==> config.mk <==
export PLATFORM = sky130hd
export DESIGN_NAME = ace_snoop_responder
export DESIGN_NICKNAME = d
export VERILOG_FILES = /design/src/rtl/ace_pkg.sv /design/src/rtl/ace_snoop_decode.sv /design/src/rtl/ace_snoop_responder.sv
export SDC_FILE = /design/constraint.sdc
export NUM_CORES = 1
export LEC_CHECK = 0
export CORE_AREA = 2 2 283 285
export CTS_BUF_LIST = sky130_fd_sc_hd__clkbuf_8 sky130_fd_sc_hd__clkbuf_16
export CTS_CLUSTER_DIAMETER = 150
export CTS_CLUSTER_SIZE = 10
export DETAILED_ROUTE_END_ITERATION = 8
export DIE_AREA = 0 0 285 287
export SETUP_SLACK_MARGIN = 0.1
export SLEW_MARGIN = 20
export SYNTH_ARGS = -nofsm -noshare
export SYNTH_HDL_FRONTEND = slang
export SYNTH_SLANG_ARGS = --single-unit
export TNS_END_PERCENT = 50
==> constraint.sdc <==
create_clock -name clk_i -period 2.7 [get_ports clk_i]
set_input_delay 0.54 -clock clk_i [delete_from_list [all_inputs] [get_ports clk_i]]
set_output_delay 0.54 -clock clk_i [all_outputs]
set_load 0.02 [all_outputs]
==> src/rtl/ace_pkg.sv <==
// ace_pkg: shared definitions for the ACE snoop path.
//   - Snoop opcode constants carried on the AC channel (ac_snoop).
//   - cr_resp_t: packed CR response {WasUnique, IsShared, PassDirty, Error, DataTransfer}.
//   - RESP_* bit positions of the same fields in a flat 5-bit response.
//   - snp_state_t: snoop responder FSM states.
package ace_pkg;

  localparam logic [3:0] SNP_READ_ONCE       = 4'b0000;
  localparam logic [3:0] SNP_READ_SHARED     = 4'b0001;
  localparam logic [3:0] SNP_READ_CLEAN      = 4'b0010;
  localparam logic [3:0] SNP_READ_NOT_SH_DTY = 4'b0011;
  localparam logic [3:0] SNP_READ_UNIQUE     = 4'b0111;
  localparam logic [3:0] SNP_CLEAN_SHARED    = 4'b1000;
  localparam logic [3:0] SNP_CLEAN_INVALID   = 4'b1001;
  localparam logic [3:0] SNP_MAKE_INVALID    = 4'b1101;

  localparam int RESP_WU  = 4;
  localparam int RESP_IS  = 3;
  localparam int RESP_PD  = 2;
  localparam int RESP_ERR = 1;
  localparam int RESP_DT  = 0;

  typedef struct packed {
    logic was_unique;
    logic is_shared;
    logic pass_dirty;
    logic error;
    logic data_transfer;
  } cr_resp_t;

  typedef enum logic [2:0] {
    ST_IDLE,
    ST_LOOKUP,
    ST_WAIT,
    ST_UPDATE,
    ST_RESP,
    ST_DATA
  } snp_state_t;

endpackage

==> src/rtl/ace_snoop_decode.sv <==
// ace_snoop_decode: combinational snoop decode.
// Maps (opcode, lookup hit/dirty/shared) to the CR response and to the local
// line-state change.
//   snoop_i       in   snoop opcode
//   hit_i         in   line present
//   dirty_i       in   line dirty
//   shared_i      in   line shared
//   resp_o        out  CR response fields
//   invalidate_o  out  line must be invalidated
//   clean_o       out  line must be marked clean and shared
module ace_snoop_decode
  import ace_pkg::*;
(
  input  logic [3:0] snoop_i,
  input  logic       hit_i,
  input  logic       dirty_i,
  input  logic       shared_i,
  output cr_resp_t   resp_o,
  output logic       invalidate_o,
  output logic       clean_o
);

  // A miss on a known opcode leaves everything zero; unknown opcodes report
  // Error whatever the lookup returned.
  always_comb begin
    resp_o       = '0;
    invalidate_o = 1'b0;
    clean_o      = 1'b0;
    case (snoop_i)
      SNP_READ_ONCE: begin
        if (hit_i) begin
          resp_o.was_unique    = !shared_i;
          resp_o.is_shared     = 1'b1;
          resp_o.data_transfer = 1'b1;
        end
      end
      SNP_READ_SHARED, SNP_READ_CLEAN, SNP_READ_NOT_SH_DTY: begin
        if (hit_i) begin
          resp_o.was_unique    = !shared_i;
          resp_o.is_shared     = 1'b1;
          resp_o.pass_dirty    = dirty_i;
          resp_o.data_transfer = 1'b1;
          clean_o              = dirty_i;
        end
      end
      SNP_READ_UNIQUE: begin
        if (hit_i) begin
          resp_o.was_unique    = !shared_i;
          resp_o.pass_dirty    = dirty_i;
          resp_o.data_transfer = 1'b1;
          invalidate_o         = 1'b1;
        end
      end
      SNP_CLEAN_INVALID: begin
        if (hit_i) begin
          resp_o.was_unique    = !shared_i;
          resp_o.pass_dirty    = dirty_i;
          resp_o.data_transfer = dirty_i;
          invalidate_o         = 1'b1;
        end
      end
      SNP_CLEAN_SHARED: begin
        if (hit_i) begin
          resp_o.was_unique    = !shared_i;
          resp_o.is_shared     = 1'b1;
          resp_o.pass_dirty    = dirty_i;
          resp_o.data_transfer = dirty_i;
          clean_o              = dirty_i;
        end
      end
      SNP_MAKE_INVALID: begin
        if (hit_i) begin
          invalidate_o = 1'b1;
        end
      end
      default: begin
        resp_o.error = 1'b1;
      end
    endcase
  end

endmodule

==> src/rtl/ace_snoop_responder.sv <==
// ace_snoop_responder: cache-side ACE snoop endpoint.
// Accepts one AC snoop, looks the line up in the local data cache, applies the
// required state change, returns CR and, when DataTransfer is set, streams the
// line on CD beat 0 first.
//   clk_i, rst_i                      clock, synchronous active-high reset
//   ac_valid_i/ac_ready_o/ac_addr_i/ac_snoop_i   snoop request
//   cr_valid_o/cr_ready_i/cr_resp_o              snoop response
//   cd_valid_o/cd_ready_i/cd_data_o/cd_last_o    snoop data
//   lookup_req_o/lookup_addr_o/lookup_gnt_i      cache lookup request
//   lookup_rvalid_i/lookup_hit_i/lookup_dirty_i/lookup_shared_i/lookup_data_i
//                                                cache lookup result
//   upd_valid_o/upd_invalidate_o/upd_clean_o/upd_ready_i  line-state update
module ace_snoop_responder
  import ace_pkg::*;
#(
  parameter int AddrWidth       = 64,
  parameter int DataWidth       = 64,
  parameter int DcacheLineWidth = 512
) (
  input  logic                       clk_i,
  input  logic                       rst_i,
  input  logic                       ac_valid_i,
  output logic                       ac_ready_o,
  input  logic [AddrWidth-1:0]       ac_addr_i,
  input  logic [3:0]                 ac_snoop_i,
  output logic                       cr_valid_o,
  input  logic                       cr_ready_i,
  output logic [4:0]                 cr_resp_o,
  output logic                       cd_valid_o,
  input  logic                       cd_ready_i,
  output logic [DataWidth-1:0]       cd_data_o,
  output logic                       cd_last_o,
  output logic                       lookup_req_o,
  output logic [AddrWidth-1:0]       lookup_addr_o,
  input  logic                       lookup_gnt_i,
  input  logic                       lookup_rvalid_i,
  input  logic                       lookup_hit_i,
  input  logic                       lookup_dirty_i,
  input  logic                       lookup_shared_i,
  input  logic [DcacheLineWidth-1:0] lookup_data_i,
  output logic                       upd_valid_o,
  output logic                       upd_invalidate_o,
  output logic                       upd_clean_o,
  input  logic                       upd_ready_i
);

  localparam int Beats  = DcacheLineWidth / DataWidth;
  localparam int BeatW  = (Beats > 1) ? $clog2(Beats) : 1;
  localparam int OffW   = $clog2(DcacheLineWidth / 8);
  localparam logic [BeatW-1:0] LastBeat = BeatW'(Beats - 1);
  localparam logic [AddrWidth-1:0] LineMask =
    {{(AddrWidth - OffW){1'b1}}, {OffW{1'b0}}};

  snp_state_t                 state_q;
  logic [AddrWidth-1:0]       addr_q;
  logic [3:0]                 snoop_q;
  cr_resp_t                   resp_q;
  logic                       inv_q;
  logic                       clean_q;
  logic [DcacheLineWidth-1:0] line_q;
  logic [BeatW-1:0]           beat_q;

  cr_resp_t dec_resp;
  logic     dec_inv;
  logic     dec_clean;

  ace_snoop_decode u_decode (
    .snoop_i      (snoop_q),
    .hit_i        (lookup_hit_i),
    .dirty_i      (lookup_dirty_i),
    .shared_i     (lookup_shared_i),
    .resp_o       (dec_resp),
    .invalidate_o (dec_inv),
    .clean_o      (dec_clean)
  );

  // All handshake outputs come straight from state/registered payload, so
  // they cannot change until the state advances on the matching handshake.
  assign ac_ready_o       = (state_q == ST_IDLE) && !rst_i;
  assign lookup_req_o     = (state_q == ST_LOOKUP);
  assign lookup_addr_o    = addr_q;
  assign upd_valid_o      = (state_q == ST_UPDATE);
  assign upd_invalidate_o = inv_q;
  assign upd_clean_o      = clean_q;
  assign cr_valid_o       = (state_q == ST_RESP);
  assign cr_resp_o        = resp_q;
  assign cd_valid_o       = (state_q == ST_DATA);
  assign cd_data_o        = line_q[int'(beat_q) * DataWidth +: DataWidth];
  assign cd_last_o        = (state_q == ST_DATA) && (beat_q == LastBeat);

  always_ff @(posedge clk_i) begin
    if (rst_i) begin
      state_q <= ST_IDLE;
      addr_q  <= '0;
      snoop_q <= '0;
      resp_q  <= '0;
      inv_q   <= 1'b0;
      clean_q <= 1'b0;
      line_q  <= '0;
      beat_q  <= '0;
    end else begin
      case (state_q)
        // request capture
        ST_IDLE: begin
          if (ac_valid_i) begin
            addr_q  <= ac_addr_i & LineMask;
            snoop_q <= ac_snoop_i;
            state_q <= ST_LOOKUP;
          end
        end
        // cache lookup
        ST_LOOKUP: begin
          if (lookup_gnt_i) begin
            state_q <= ST_WAIT;
          end
        end
        // lookup result and decode
        ST_WAIT: begin
          if (lookup_rvalid_i) begin
            resp_q  <= dec_resp;
            inv_q   <= dec_inv;
            clean_q <= dec_clean;
            line_q  <= lookup_data_i;
            beat_q  <= '0;
            state_q <= (dec_inv || dec_clean) ? ST_UPDATE : ST_RESP;
          end
        end
        // line-state change
        ST_UPDATE: begin
          if (upd_ready_i) begin
            state_q <= ST_RESP;
          end
        end
        // CR response
        ST_RESP: begin
          if (cr_ready_i) begin
            state_q <= resp_q.data_transfer ? ST_DATA : ST_IDLE;
          end
        end
        // CD beats
        ST_DATA: begin
          if (cd_ready_i) begin
            if (beat_q == LastBeat) begin
              state_q <= ST_IDLE;
            end else begin
              beat_q <= beat_q + BeatW'(1);
            end
          end
        end
        default: state_q <= ST_IDLE;
      endcase
    end
  end

endmodule

==> impl_metrics.toml <==
[routing]
drcViolationCount = 0
postRouteAntennaNets = 0
vias_per_cell = 4.830
drt_iter0_markers = 1223
num_vias = 22144
drt-pass1-iter-count = 5
wirelength_um = 93450
wire_per_inst_um = 20.38

[grt]
grt_pass1_wl_um = 136200
antenna_found_initial = 17
first_global_vias = 22138
grt_remaining_overflow = 0
grt_max_degree = 175
track_usage_pct = 22.01

[run_status]
status = "finished, violations left"
violations = "negative setup slack"

[synthesis]
yosysUniqueCellTypes = 51
syn_inst = 2834
synth-edff-count = 0
synth-async-reset-ratio_pct = 0
ys_ff_latch = 587
ys_seq_area_share_pct = 48.40
synthFlopType = "dfxtp_1"
netlist_area_um2 = 24280
syn_area_per_cell_um2 = 8.567
ys_warn_count = 0

[sta]
rsz0062_at_grt = "yes"
hold_viol = 0
fin_worst_skew_ps = 25.14
finalCritPeriodShare_pct = 111.0
setup_violations = 64
tns_ps = -15070
slew_viol_final = 0
hold_ws_ps = 224.2
max_slew_margin_pct = 40.74
worst_slew_pin_slew_ps = 888.9
layout_setup_ws_ps = -297.8
fmax_ghz = 0.3336
layout_min_cycle_time_ps = 2998

[die]
fp.dieH_um = 287
coreArea_um2 = 78610
die_width_um = 285
num_rows = 103
ioPinCount = 732
start_util_pct = 30.88
dieArea_um2 = 81800

[finish]
design_area_um2 = 35640
nets = 4116
layout_commonest_cell = "nand2_1"
area_delta_synth_final_pct = 46.78
drive_above_1_share_pct = 13.74
final_cell_count_no_fill = 4585
final_cell_mix = "1157 x nand2_1, 650 x clkdlybuf4s50_1, 584 x dfxtp_1, 583 x a21oi_1, 128 x mux4_2"

[critical_path]
critPathCaptureType = "primary output"
cp-start-kind = "flip-flop"
rr_endpoint = "beat_q[0]"
crit_path_start = "beat_q[0]"
critPathTopFamily = "multiplexers"
cp-endpoint = "cd_data_o[52]"
worst-path-stages = 6
cp_slowest_cell = "mux4_2"
cp_cell_sequence = "buf_12 -> buf_12 -> buf_16 -> mux4_2 -> mux2_4 -> buf_6"
slowest_delay_ps = 570
cp_common_cell = "buf_12"
crit_arrival_ps = 2460
r2r_setup_slack_ps = 450
crit_path_max_fanout = 8
required_ps = 2160
rr_worst_depth = 8
critical_path_class = "flip-flop to primary output"
cp_num_buf_inv = 4
r2r-start = "beat_q[0]"

[clocking]
clk_latency_ps = 600
cts_tree = "built"
clockBufferDepth = 3
cts_buffers = 68
htree_levels = 3
hold_buffers = 0
root_buffer = "clkbuf_16"
clock-sinks = 587
cts.clk_slew.worst_paths_ps = 60

[placed_design]
io_buffers = 719
routabilityCongestion = 0.8944
dp.cells = 4462
placed_cell_area_um2 = 32990
hpwl_um = 69800

[pwr]
power.leakage_nw = 12.19
power.density_nw_per_um2 = 626.2
power_w = 0.02232
ir_drop_mv = 0.4470

[min_path]
min_path_type = "input pin to flip-flop"

[job]
drv_cap = 0
==> registers in the layout, indices dropped and copies added, names as in the netlist <==
register          cells
snoop_q               4
state_q               3
line_q              512
beat_q                3
upd_invalidate_o      1
lookup_addr_o        58
cr_resp_o             5
upd_clean_o           1
==> report_power, final <==
part / internal, W / total (W) / switching (W)
registers: 0.00932 / 0.00970 / 0.000375
clock network: 0.00459 / 0.00818 / 0.00359
logic: 0.00215 / 0.00444 / 0.00229
==> cell usage after synthesis, types with 2 or more instances <==
library cell | n | share of area [%]
mux2_2 | 66 | 3.1
mux4_2 | 128 | 12
or3_1 | 2 | 0.052
dfxtp_1 | 587 | 48
o21ai_0 | 2 | 0.041
buf_4 | 6 | 0.19
ha_1 | 2 | 0.10
inv_1 | 4 | 0.062
buf_2 | 97 | 2.0
clkbuf_1 | 111 | 1.7
nand4_1 | 2 | 0.052
nand2b_1 | 6 | 0.15
a21oi_1 | 583 | 12
mux2i_1 | 2 | 0.082
buf_6 | 12 | 0.56
nor2_1 | 7 | 0.11
buf_1 | 17 | 0.26
nand3_1 | 4 | 0.082
nor3_1 | 3 | 0.062
a21boi_0 | 2 | 0.062
nand2_1 | 1158 | 18
and2_1 | 4 | 0.10
==> how the worst min path moves through the flow <==
stage | startpoint | endpoint | cells past startpoint
3_3_place_gp | line_q[205] | line_q[205] | 2
3_5_place_dp | line_q[143] | line_q[143] | 2
4_1_cts | rst_i | lookup_addr_o[61] | 2
2_1_floorplan | line_q[128] | line_q[128] | 2
5_1_grt | rst_i | snoop_q[1] | 2
6_report | rst_i | lookup_addr_o[43] | 2
==> per-layer routing <==
metal / vias up / global-route usage [%] / wire length, µm
met1: 10470 / 24.48 / 34870
met3: 165 / 5.635 / 6743
li1: 10844 / - / -
met2: 643 / 40.10 / 48260
met4: 22 / 8.560 / 3443
met5: - / 0 / 138
==> layout make-up <==
cell class	count	area (µm²)
Sequential cell	587	11760
Timing Repair Buffer	857	9104
Multi-Input combinational cell	2005	11610
Clock buffer	70	1752
Inverter	4	15.01
Fill cell	7751	42980
Antenna cell	5	12.51
Tap cell	1050	1314
Clock inverter	7	70.07
==> per-stage QoR <==
stage	setup WS (ps)	utilization (%)
after floorplan	587.5	-
after global placement	-59.89	41.97
after detailed placement	-46.27	41.97
after CTS	-443.5	44.96
after global routing	-385.4	45.33
final	-297.8	45.33
==> cell families after synthesis <==
group | count (synthesis) | share of synthesized area [%]
AND/OR/NAND/NOR | 1198 | 18.94
AO/OA/AOI/OAI | 602 | 12.68
flip-flops | 587 | 48.40
buffers and inverters | 247 | 4.782
multiplexers | 197 | 15.08
adder cells (fa/ha/maj) | 2 | 0.1030
other | 1 | 0.01545
==> repair_timing <==
| item | 4_1_cts | 5_1_grt |
|---|---|---|
| buffers inserted | 20 | 16 |
| resized for setup | 361 | 68 |
| gates cloned | 4 | 1 |
| setup endpoints to repair | 66 | 68 |
Note: power is estimated with default switching activity, not from simulation.
